--- config.mk ---
export PLATFORM = sky130hd
export DESIGN_NAME = dpram_loader
export DESIGN_NICKNAME = d
export VERILOG_FILES = /design/src/rtl/dpram_pkg.sv /design/src/rtl/dpram_loader_byte_packer.sv /design/src/rtl/dpram_loader.sv
export SDC_FILE = /design/constraint.sdc
export NUM_CORES = 1
export LEC_CHECK = 0
export CAP_MARGIN = 0
export CORE_MARGIN = 2
export CORE_UTILIZATION = 58
export DETAILED_ROUTE_END_ITERATION = 12
export PLACE_DENSITY = 0.85
export SLEW_MARGIN = 20
export SYNTH_ARGS = -nofsm -noshare
export SYNTH_HDL_FRONTEND = slang
export SYNTH_SLANG_ARGS = --single-unit
--- constraint.sdc ---
create_clock -name clock -period 7.5 [get_ports clock]
set_input_delay 1.5 -clock clock [delete_from_list [all_inputs] [get_ports clock]]
set_output_delay 1.5 -clock clock [all_outputs]
set_load 0.02 [all_outputs]
--- src/rtl/dpram_pkg.sv ---
// Shared definitions for the dpram loader: controller state encoding and
// a helper that folds the byte lanes of a RAM word into an 8-bit sum.
package dpram_pkg;

  typedef enum logic [2:0] {
    ST_IDLE   = 3'd0,
    ST_LOAD   = 3'd1,
    ST_VERIFY = 3'd2,
    ST_CHECK  = 3'd3,
    ST_DONE   = 3'd4
  } state_t;

  // Widest RAM word byte_sum can fold; callers zero-extend narrower words.
  localparam int MAX_DATA_WIDTH = 256;

  // Sum of the lowest n_bytes byte lanes of word, modulo 256.
  function automatic logic [7:0] byte_sum(input logic [MAX_DATA_WIDTH-1:0] word,
                                          input int n_bytes);
    logic [7:0] sum;
    sum = '0;
    for (int i = 0; i < MAX_DATA_WIDTH / 8; i++) begin
      if (i < n_bytes) sum = sum + word[8*i +: 8];
    end
    return sum;
  endfunction

endpackage

--- src/rtl/dpram_loader_byte_packer.sv ---
// byte_packer: collects accepted stream bytes into a data_width word,
// lowest lane first, and flags the byte that completes each word.
module byte_packer #(
  parameter int data_width = 8
) (
  input  logic                  clock,
  input  logic                  reset,
  input  logic                  clear,
  input  logic                  accept,
  input  logic [7:0]            s_data,
  output logic                  word_ready,
  output logic [data_width-1:0] word
);
  localparam int BYTES = data_width / 8;
  localparam int IDX_W = (BYTES > 1) ? $clog2(BYTES) : 1;

  logic [IDX_W-1:0]      byte_idx;
  logic [data_width-1:0] lanes;

  // Merge the incoming byte into its lane so the completed word is available
  // in the same cycle as its last byte.
  // NOTE: every output of a combinational block gets a default first; a path
  // that leaves a variable unassigned would infer a latch.
  always_comb begin
    word = lanes;
    for (int i = 0; i < BYTES; i++) begin
      if (byte_idx == IDX_W'(i)) word[8*i +: 8] = s_data;
    end
    word_ready = accept && (byte_idx == IDX_W'(BYTES - 1));
  end

  // Lane register and byte counter; clear restarts packing at lane 0.
  // NOTE: the lane register is small, so it is reset along with the counter
  // to keep every flop in a known state after reset.
  always_ff @(posedge clock or posedge reset) begin
    if (reset) begin
      byte_idx <= '0;
      lanes    <= '0;
    end else if (clear) begin
      byte_idx <= '0;
    end else if (accept) begin
      lanes    <= word;
      byte_idx <= word_ready ? '0 : byte_idx + 1'b1;
    end
  end

endmodule

--- src/rtl/dpram_loader.sv ---
// dpram_loader: writes a packed byte stream into one dual-port RAM port from
// base_address, then reads the region back and compares 8-bit checksums.
module dpram_loader
  import dpram_pkg::*;
#(
  parameter int address_width = 10,
  parameter int data_width    = 8,
  parameter int base_address  = 0
) (
  input  logic                     clock,
  input  logic                     reset,
  input  logic                     start,
  input  logic [address_width:0]   length,
  input  logic                     s_valid,
  input  logic [7:0]               s_data,
  output logic                     s_ready,
  output logic                     wren,
  output logic [address_width-1:0] address,
  output logic [data_width-1:0]    data,
  input  logic [data_width-1:0]    q,
  output logic                     busy,
  output logic                     done,
  output logic                     match,
  output logic [7:0]               checksum
);
  localparam int BYTES = data_width / 8;
  localparam logic [address_width:0]   FULL = {1'b1, {address_width{1'b0}}};
  localparam logic [address_width-1:0] BASE = address_width'(base_address);
  localparam logic [address_width:0]   ONE  = (address_width + 1)'(1);

  state_t                  state, state_next;
  logic [address_width:0]  len_q, word_idx, rd_idx;
  logic                    start_ok, accept, word_ready, addr_vld, q_vld;
  logic [data_width-1:0]   packed_word;
  logic [7:0]              rd_sum;

  assign start_ok = start && (state == ST_IDLE || state == ST_DONE);
  // Ready only while words remain; drops the cycle after the last byte.
  assign s_ready  = (state == ST_LOAD) && (word_idx != len_q);
  assign accept   = s_valid && s_ready;
  assign busy     = (state == ST_LOAD) || (state == ST_VERIFY) || (state == ST_CHECK);
  assign done     = (state == ST_DONE);
  assign match    = done && (rd_sum == checksum);

  byte_packer #(.data_width(data_width)) u_packer (
    .clock      (clock),
    .reset      (reset),
    .clear      (start_ok),
    .accept     (accept),
    .s_data     (s_data),
    .word_ready (word_ready),
    .word       (packed_word)
  );

  // State register.
  // NOTE: sequential state uses non-blocking assignments so every flop
  // samples pre-edge values regardless of block ordering.
  always_ff @(posedge clock or posedge reset) begin
    if (reset) state <= ST_IDLE;
    else       state <= state_next;
  end

  // Next state. LOAD lingers one cycle past the last byte so the final
  // write pulse completes before readback starts.
  always_comb begin
    state_next = state;
    case (state)
      ST_IDLE, ST_DONE: if (start) state_next = ST_LOAD;
      ST_LOAD:          if (word_idx == len_q)
                          state_next = (len_q == '0) ? ST_DONE : ST_VERIFY;
      ST_VERIFY:        if (rd_idx == len_q) state_next = ST_CHECK;
      ST_CHECK:         state_next = ST_DONE;
      default:          state_next = ST_IDLE;
    endcase
  end

  // Write/read address generation, write strobe and both checksums.
  always_ff @(posedge clock or posedge reset) begin
    if (reset) begin
      len_q    <= '0;
      word_idx <= '0;
      rd_idx   <= '0;
      wren     <= 1'b0;
      address  <= '0;
      data     <= '0;
      checksum <= '0;
      rd_sum   <= '0;
      addr_vld <= 1'b0;
      q_vld    <= 1'b0;
    end else begin
      wren     <= 1'b0;
      addr_vld <= 1'b0;
      q_vld    <= addr_vld;
      if (start_ok) begin
        len_q    <= (length > FULL) ? FULL : length;
        word_idx <= '0;
        rd_idx   <= '0;
        checksum <= '0;
        rd_sum   <= '0;
      end
      if (accept) checksum <= checksum + s_data;
      if (word_ready) begin
        wren     <= 1'b1;
        address  <= BASE + word_idx[address_width-1:0];
        data     <= packed_word;
        word_idx <= word_idx + ONE;
      end
      // Entering VERIFY: present the first readback address immediately.
      if (state == ST_LOAD && word_idx == len_q && len_q != '0) begin
        address  <= BASE;
        rd_idx   <= ONE;
        addr_vld <= 1'b1;
      end
      if (state == ST_VERIFY && rd_idx != len_q) begin
        address  <= BASE + rd_idx[address_width-1:0];
        rd_idx   <= rd_idx + ONE;
        addr_vld <= 1'b1;
      end
      // q belongs to the address presented in the previous cycle.
      if (q_vld) rd_sum <= rd_sum + byte_sum(MAX_DATA_WIDTH'(q), BYTES);
    end
  end

endmodule

==> results.txt <==
Status - finished clean
Drt wl/cell - 16.5 µm
Slew headroom - 38.4%
Crit-path cells - xor2_1, nor4_2, and4_4, nor2_2, clkdlybuf4s50_1
Main synth FF type - dfrtp_1
Seq cells post-synth - 74
Fraction of layout cells with a size suffix above 1 - 5.40%
Final min period - 3740 ps
Remaining global-route overflow - 0
Final hold vios - 0
Initial Util - 60.5%
FILL cells - 529
Slowest stage delay, CP - 530 ps
Fmax - 0.267 GHz
Power Density - 395 mW/mm²
Post-Place Setup Slack - 3750 ps
# setup viols final - 0
Post-Synthesis Cells - 441
Clk buf depth - 2
Post-synth top cells - 74 x dfrtp_1, 73 x nand2_1, 35 x o21ai_0, 24 x xnor2_1
Nature of the critical path endpoint - output port
CP Class - flip-flop to output port
Post-Syn Nets - 490
Setup Fix Bufs, Post-CTS - 0
Required @ worst endpoint - 6000 ps
Final WS setup - 3760 ps
Hold_buf cts - 0
Post-synth cell types - 52
Leak pwr - 2.29 nW
Fin Setup TNS - 0 ps
Met3 Use GR - 4.10%
Sink Count - 74
Max Slew Vio Count - 0
Synthesized area - 0.00416 mm²
N_diodes - 0
CP max stage cell - clkdlybuf4s50_1
Area leader, netlist - dfrtp_1
RSZ-0062 raised after global routing - false
Crit Path Max Fanout - 6
Yosys top cell area share - 44.6%
CTS tree - built
Core Footprint - 0.00687 mm²
Ports - 62
Avg Synthesized Cell Area - 9.42 µm²
Final ANT Viol Nets - 0
Die area - 0.00786 mm²
Async set-reset flop share out of synthesis - 100%
M1 GR Usage - 38.3%
Hold/Removal Path Class - flip-flop to flip-flop
Post-synthesis sequential area ratio - 44.6%
Post-synth EDFFs - 0
Total clock buffers created by CTS - 9
Worst-Margin Slew - 923 ps
Die Wd - 88.6 µm
Number of global-route vias before repair - 3318
Max Cap Violations - 0
Most frequent cell after synthesis - dfrtp_1
Area grow syn2layout - 20.0%
GRT Total Usage - 26.2%
H-tree Lvls - 3
CTS root buf - clkbuf_8
Post-Route WL - 9820 µm
Later-pin clock latency in the skew report - 340 ps
Clock Pin Slew Worst Setup and Hold Paths - 70 ps
DP HPWL - 7100 µm
Drt drc - 0
YS warnings - 0
Pre-antenna DRT Iters - 5
Port bufs - 61
Routability cong. - 0.931
Arrival @ worst endpoint - 2240 ps
Final Cycle Share - 49.9%
Top post-synthesis cells by area - dfrtp_1 45%, nand2_1 6.6%, xnor2_1 5.1%, ha_1 4.8%, o21ai_0 4.2%
Reg area - 0.00185 mm²
Startpoint types - flip-flop
PostCTS Resize Cnt - 0
Multi-input gate area - 0.00219 mm²
Wire length of the first global-routing pass - 15800 µm
Row cnt - 30
Vias per inst - 5.89
Met2 usage - 39.2%
Clock skew - 8.60 ps
Die H - 88.6 µm
Final Util - 72.6%
Maximum vdd drop - 0.179 mV
Via count - 3512
Busiest grt layer - met2
Final net count - 548
Largest net degree at the start of global routing - 75
DRT iter0 DRCs - 239
Initial antenna violation count - 0
## report_power, final
part | total (mW) | internal [mW] | switching [mW]
registers | 0.731 | 0.546 | 0.184
logic | 0.986 | 0.465 | 0.521
clock network | 0.254 | 0.121 | 0.133
## through the flow
stage                     total power [mW]  std cells  instance area, µm²  hold WS (ps)
after CTS                             1.97        596                4990           356
after detailed placement              1.71        584                4840           340
after floorplan                       1.38        441                4160           331
final                                 1.97        596                4990           351
after global placement                1.68        584                4840           337
after global routing                  2.12        596                4990           380
## final timing paths
path                                             to  slack (ps)                    start  cells past startpoint
min reg2reg                         q_vld$_DFF_PP0_         350       addr_vld$_DFF_PP0_                      0
min in group asynchronous     rd_sum[6]$_DFFE_PP0P_        1750                    reset                      3
max in group asynchronous    address[9]$_DFFE_PP0P_        5130                    reset                      3
min                                 q_vld$_DFF_PP0_         350       addr_vld$_DFF_PP0_                      0
max                                         s_ready        3760  word_idx[1]$_DFFE_PP0P_                      5
max reg2reg                word_idx[10]$_DFFE_PP0P_        5020  word_idx[1]$_DFFE_PP0P_                      8
## cell families (layout without fill, tap and decap cells)
group | after synthesis | in the layout | share of synthesized area [%]
AO/OA/AOI/OAI | 104 | 104 | 16.2
XOR/XNOR | 42 | 42 | 8.85
adder cells (fa/ha/maj) | 18 | 18 | 5.78
buffers and inverters | 27 | 86 | 2.62
flip-flops | 74 | 74 | 44.6
multiplexers | 8 | 8 | 1.93
AND/OR/NAND/NOR | 168 | 168 | 20.1
## placed cells by master (no fill, tap or decap), drive strengths merged, types with 9 or more instances in the layout
cell type / n
nand2: 73
a2bb2oi: 11
clkdlybuf4s50: 61
o21ai: 36
nor2: 18
ha: 16
clkbuf: 11
a21oi: 20
and3: 15
dfrtp: 74
inv: 9
xor2: 18
xnor2: 24
nand3: 20
## state kept, by name (all words and copies together) (netlist names)
name,cells
q_vld,1
word_idx,11
addr_vld,1
rd_sum,8
u_packer.byte_idx,1
address,10
data,8
state,3
rd_idx,11
wren,1
checksum,8
len_q,11
## layout make-up
class,count,area share [%]
inverter,9,0.677
clock buffer,11,2.83
timing repair buffer,65,12.8
clock inverter,1,0.100
multi-input combinational,340,44.0
sequential,74,37.1
tap,96,2.41
## routing by layer
layer,vias to the layer above,wire (µm)
li1,1674,-
met1,1700,4440
met2,125,4670
met3,13,543
met4,0,164
met5,-,0
## critical path, delay by kind of cell, from the launching register on
kind	cells	cell delay [ps]
AND/OR/NAND/NOR	3	690
buffers and inverters	1	530
flip-flops	1	470
XOR/XNOR	1	210
Note: power is estimated with default switching activity, not from simulation.
==> edit 1, RTL diff (same flow settings) <==
Change the parameter `address_width` from 10 to 11.
--- a/src/rtl/dpram_loader.sv
+++ b/src/rtl/dpram_loader.sv
@@ -3,7 +3,7 @@
 module dpram_loader
   import dpram_pkg::*;
 #(
-  parameter int address_width = 10,
+  parameter int address_width = 11,
   parameter int data_width    = 8,
   parameter int base_address  = 0
 ) (
Ports: changed (resized address and length); port bits go from 62 to 64. No check against the original RTL was run, so the function may have changed too.
==> edit 1 against the original RTL <==
- combinational power is 6% higher
- design area is 6.9% higher
- first-iteration DRC count is 25% higher
- utilization is 0.16 points higher
- cell count is 3.7% higher
- synthesized cell count is 4.1% higher
- wire length is 7.1% higher
- total power is 12% higher
- setup slack worse by 0.17 ns
- area after synthesis is 7.2% higher
- critical path depth is 2 lower
- sequential cell count is 4 higher
- clock power is 44% higher
- critical path type unchanged
- largest power group unchanged
==> edit 1: results <==
{
  "outcome": "complete, no violations",
  "combPwrFrac": 0.474,
  "routed_via_density": 6.02,
  "finish.cell_count_without_fillers": 618,
  "layout.non_clock_inverters": 11,
  "clockNetworkAreaShare": 0.0439,
  "post_synth_num_cell_types": 55,
  "clock_buffer_count": 13,
  "largest_net_degree_at_the_start_of_global_routing": 79,
  "effective_utilization_at_floorplan": 0.607,
  "dr_wl_met3_um": 614,
  "global_route.usage.met3": 0.0477,
  "syn_nets": 509,
  "power.static_leakage_nw": 2.34,
  "ff_latch_area_um2": 1950,
  "clk_sinks": 78,
  "portBuffers": 63,
  "number_of_fill_cells": 512,
  "gp_congestion": 0.924,
  "critPathMaxFanout": 17,
  "power.net_switching_mw": 0.912,
  "pg_clk_mw": 0.365,
  "route.layer.met1.wl_um": 4740,
  "multi_input_cells": 348,
  "buf_share": 0.122,
  "largestRegisters": "len_q: 12 flops, rd_idx: 12 flops, word_idx: 12 flops",
  "final_net_count": 564,
  "route.final.wire_length_um": 10500,
  "gr_met1_demand_resource": 0.382,
  "count_of_non_cts_buffers_in_the_layout": 66,
  "cp_data_arrival_time_ns": 2.41,
  "synthCells": 459,
  "grtUsageMet2": 0.409,
  "synth_common_cells": "dfrtp_1 (78), nand2_1 (72), xnor2_1 (39), o21ai_0 (33), a21oi_1 (19)",
  "route.met2.wl_um": 4960,
  "synth_fa_ha_area_frac": 0.0539,
  "dpl.cell_count": 602,
  "final_layout_size_suffix_gt1_frac": 0.0713,
  "first_global_vias": 3556,
  "synth_sequential_area_ratio": 0.438,
  "detailedPlacementHpwl_um": 7410,
  "slowest_stage": "dfrtp_1"
}
-- edit 1: final timing paths --
check / startpoint / end / slack (ns) / depth (start not counted)
min in group asynchronous: reset / data[0] / 1.73 / 3
worst min register to register: addr_vld / q_vld / 0.37 / 0
worst max-delay path: state[2] / match / 3.59 / 3
max in group asynchronous: reset / rd_idx[11] / 5.08 / 3
worst min-delay path: addr_vld / q_vld / 0.37 / 0
worst max register to register: word_idx[6] / word_idx[11] / 4.81 / 8
-- edit 1: through the flow --
stage / setup WS [ns] / area, um2 / utilization / total power [mW]
6_report: 3.59 / 5330 / 0.728 / 2.21
5_1_grt: 3.43 / 5330 / 0.728 / 2.35
4_1_cts: 3.58 / 5330 / 0.728 / 2.21
3_5_place_dp: 3.69 / 5100 / 0.696 / 1.84
3_3_place_gp: 3.86 / 5100 / 0.696 / 1.80
2_1_floorplan: 4.00 / 4450 / - / 1.51
==> edit 2, RTL diff (same settings) <==
Without the edit above. The 5 states of `state_t` get a Gray code encoding in 3 bits.
--- a/src/rtl/dpram_pkg.sv
+++ b/src/rtl/dpram_pkg.sv
@@ -3,11 +3,11 @@
 package dpram_pkg;
 
   typedef enum logic [2:0] {
-    ST_IDLE   = 3'd0,
-    ST_LOAD   = 3'd1,
-    ST_VERIFY = 3'd2,
-    ST_CHECK  = 3'd3,
-    ST_DONE   = 3'd4
+    ST_IDLE   = 3'b000,
+    ST_LOAD   = 3'b001,
+    ST_VERIFY = 3'b011,
+    ST_CHECK  = 3'b010,
+    ST_DONE   = 3'b110
   } state_t;
 
   // Widest RAM word byte_sum can fold; callers zero-extend narrower words.
Check against the original RTL: same outputs for any inputs over 10 cycles, from zero or initial values and one cycle with reset high; not proved beyond that.
==> edit 2 against the original RTL <==
- area after synthesis grew 1.7%
- critical path depth is the same
- setup slack lost 0.053 ns
- worst hold slack gained 0.0047 ns
- total power shrank 3.5%
- die area grew 1.6%
- sequential cell count is the same
- count of clock-buffer cells in the layout grew 2
- wire length shrank 2.6%
- sequential share of layout area shrank 0.41 points
- design area grew 1.1%
==> edit 2: results <==
{
  "outcome": "complete, no violations",
  "dpl.cell_count": 580,
  "yosys-top-cells-area": "dfrtp_1 (44%), xnor2_1 (7.5%), nand2_1 (5.3%), ha_1 (4.7%), o21ai_0 (3.0%)",
  "synthCells": 437,
  "final_layout_size_suffix_gt1_frac": 0.0524,
  "detailedRoute.firstIterationViolations": 213,
  "synth_compound_gate_area_share": 0.175,
  "buf_share": 0.126,
  "synth_sequential_area_ratio": 0.438,
  "synth-xor-area-share": 0.0953,
  "switching_share": 0.416,
  "multiInputGateArea_um2": 2230,
  "finalHoldWorstSlack_ns": 0.356,
  "area.share.sequential": 0.367,
  "first_global_vias": 3319,
  "worstReg2RegEnd": "rd_sum[7]",
  "setup_slack_ns": 3.70,
  "synth_common_cells": "dfrtp_1 (74), nand2_1 (60), xnor2_1 (36), o21ai_0 (25), nand3_1 (24)",
  "final_net_count": 541,
  "reg2reg_setup_slack_ns": 5.13,
  "globalRouteTotalUtil": 0.257,
  "gp_congestion": 0.910,
  "count_of_non_cts_buffers_in_the_layout": 64,
  "r2r_start": "rd_sum[1]",
  "grt_first_pass_wirelength_um": 15800,
  "power.ir.vdd_worst_v": 0.000233,
  "number_of_fill_cells": 544,
  "syn_nets": 486,
  "clock_buffer_count": 13
}
edit 2: cell count changes after synthesis, moves of 5 or more:
cell,change
o21ai_1,+5
o21bai_1,+8
nand2b_1,+8
xor2_1,-8
o21ai_0,-10
a21oi_1,-5
nand2_1,-13
xnor2_1,+12
edit 2: power groups by stage:
stage	combinational [mW]	sequential (mW)	clock [mW]
2_1_floorplan	0.606	0.728	0
3_3_place_gp	0.889	0.699	0
3_5_place_dp	0.924	0.701	0
4_1_cts	0.931	0.697	0.278
5_1_grt	1.02	0.719	0.297
6_report	0.925	0.700	0.277
edit 2: worst max-delay path by stage:
stage	startpoint	end
finish	state[0]	match
global route	state[0]	match
CTS	state[0]	match
detailed placement	q[1]	rd_sum[7]
global placement	q[1]	rd_sum[7]
floorplan	reset	addr_vld
edit 2: per-layer routing:
layer | routed length [um] | part of all wire | track usage
met2 | 4730 | 0.49 | 0.418
met5 | 0 | 0 | 0
met1 | 4160 | 0.44 | 0.344
met4 | 204 | 0.021 | 0.0977
met3 | 465 | 0.049 | 0.0471
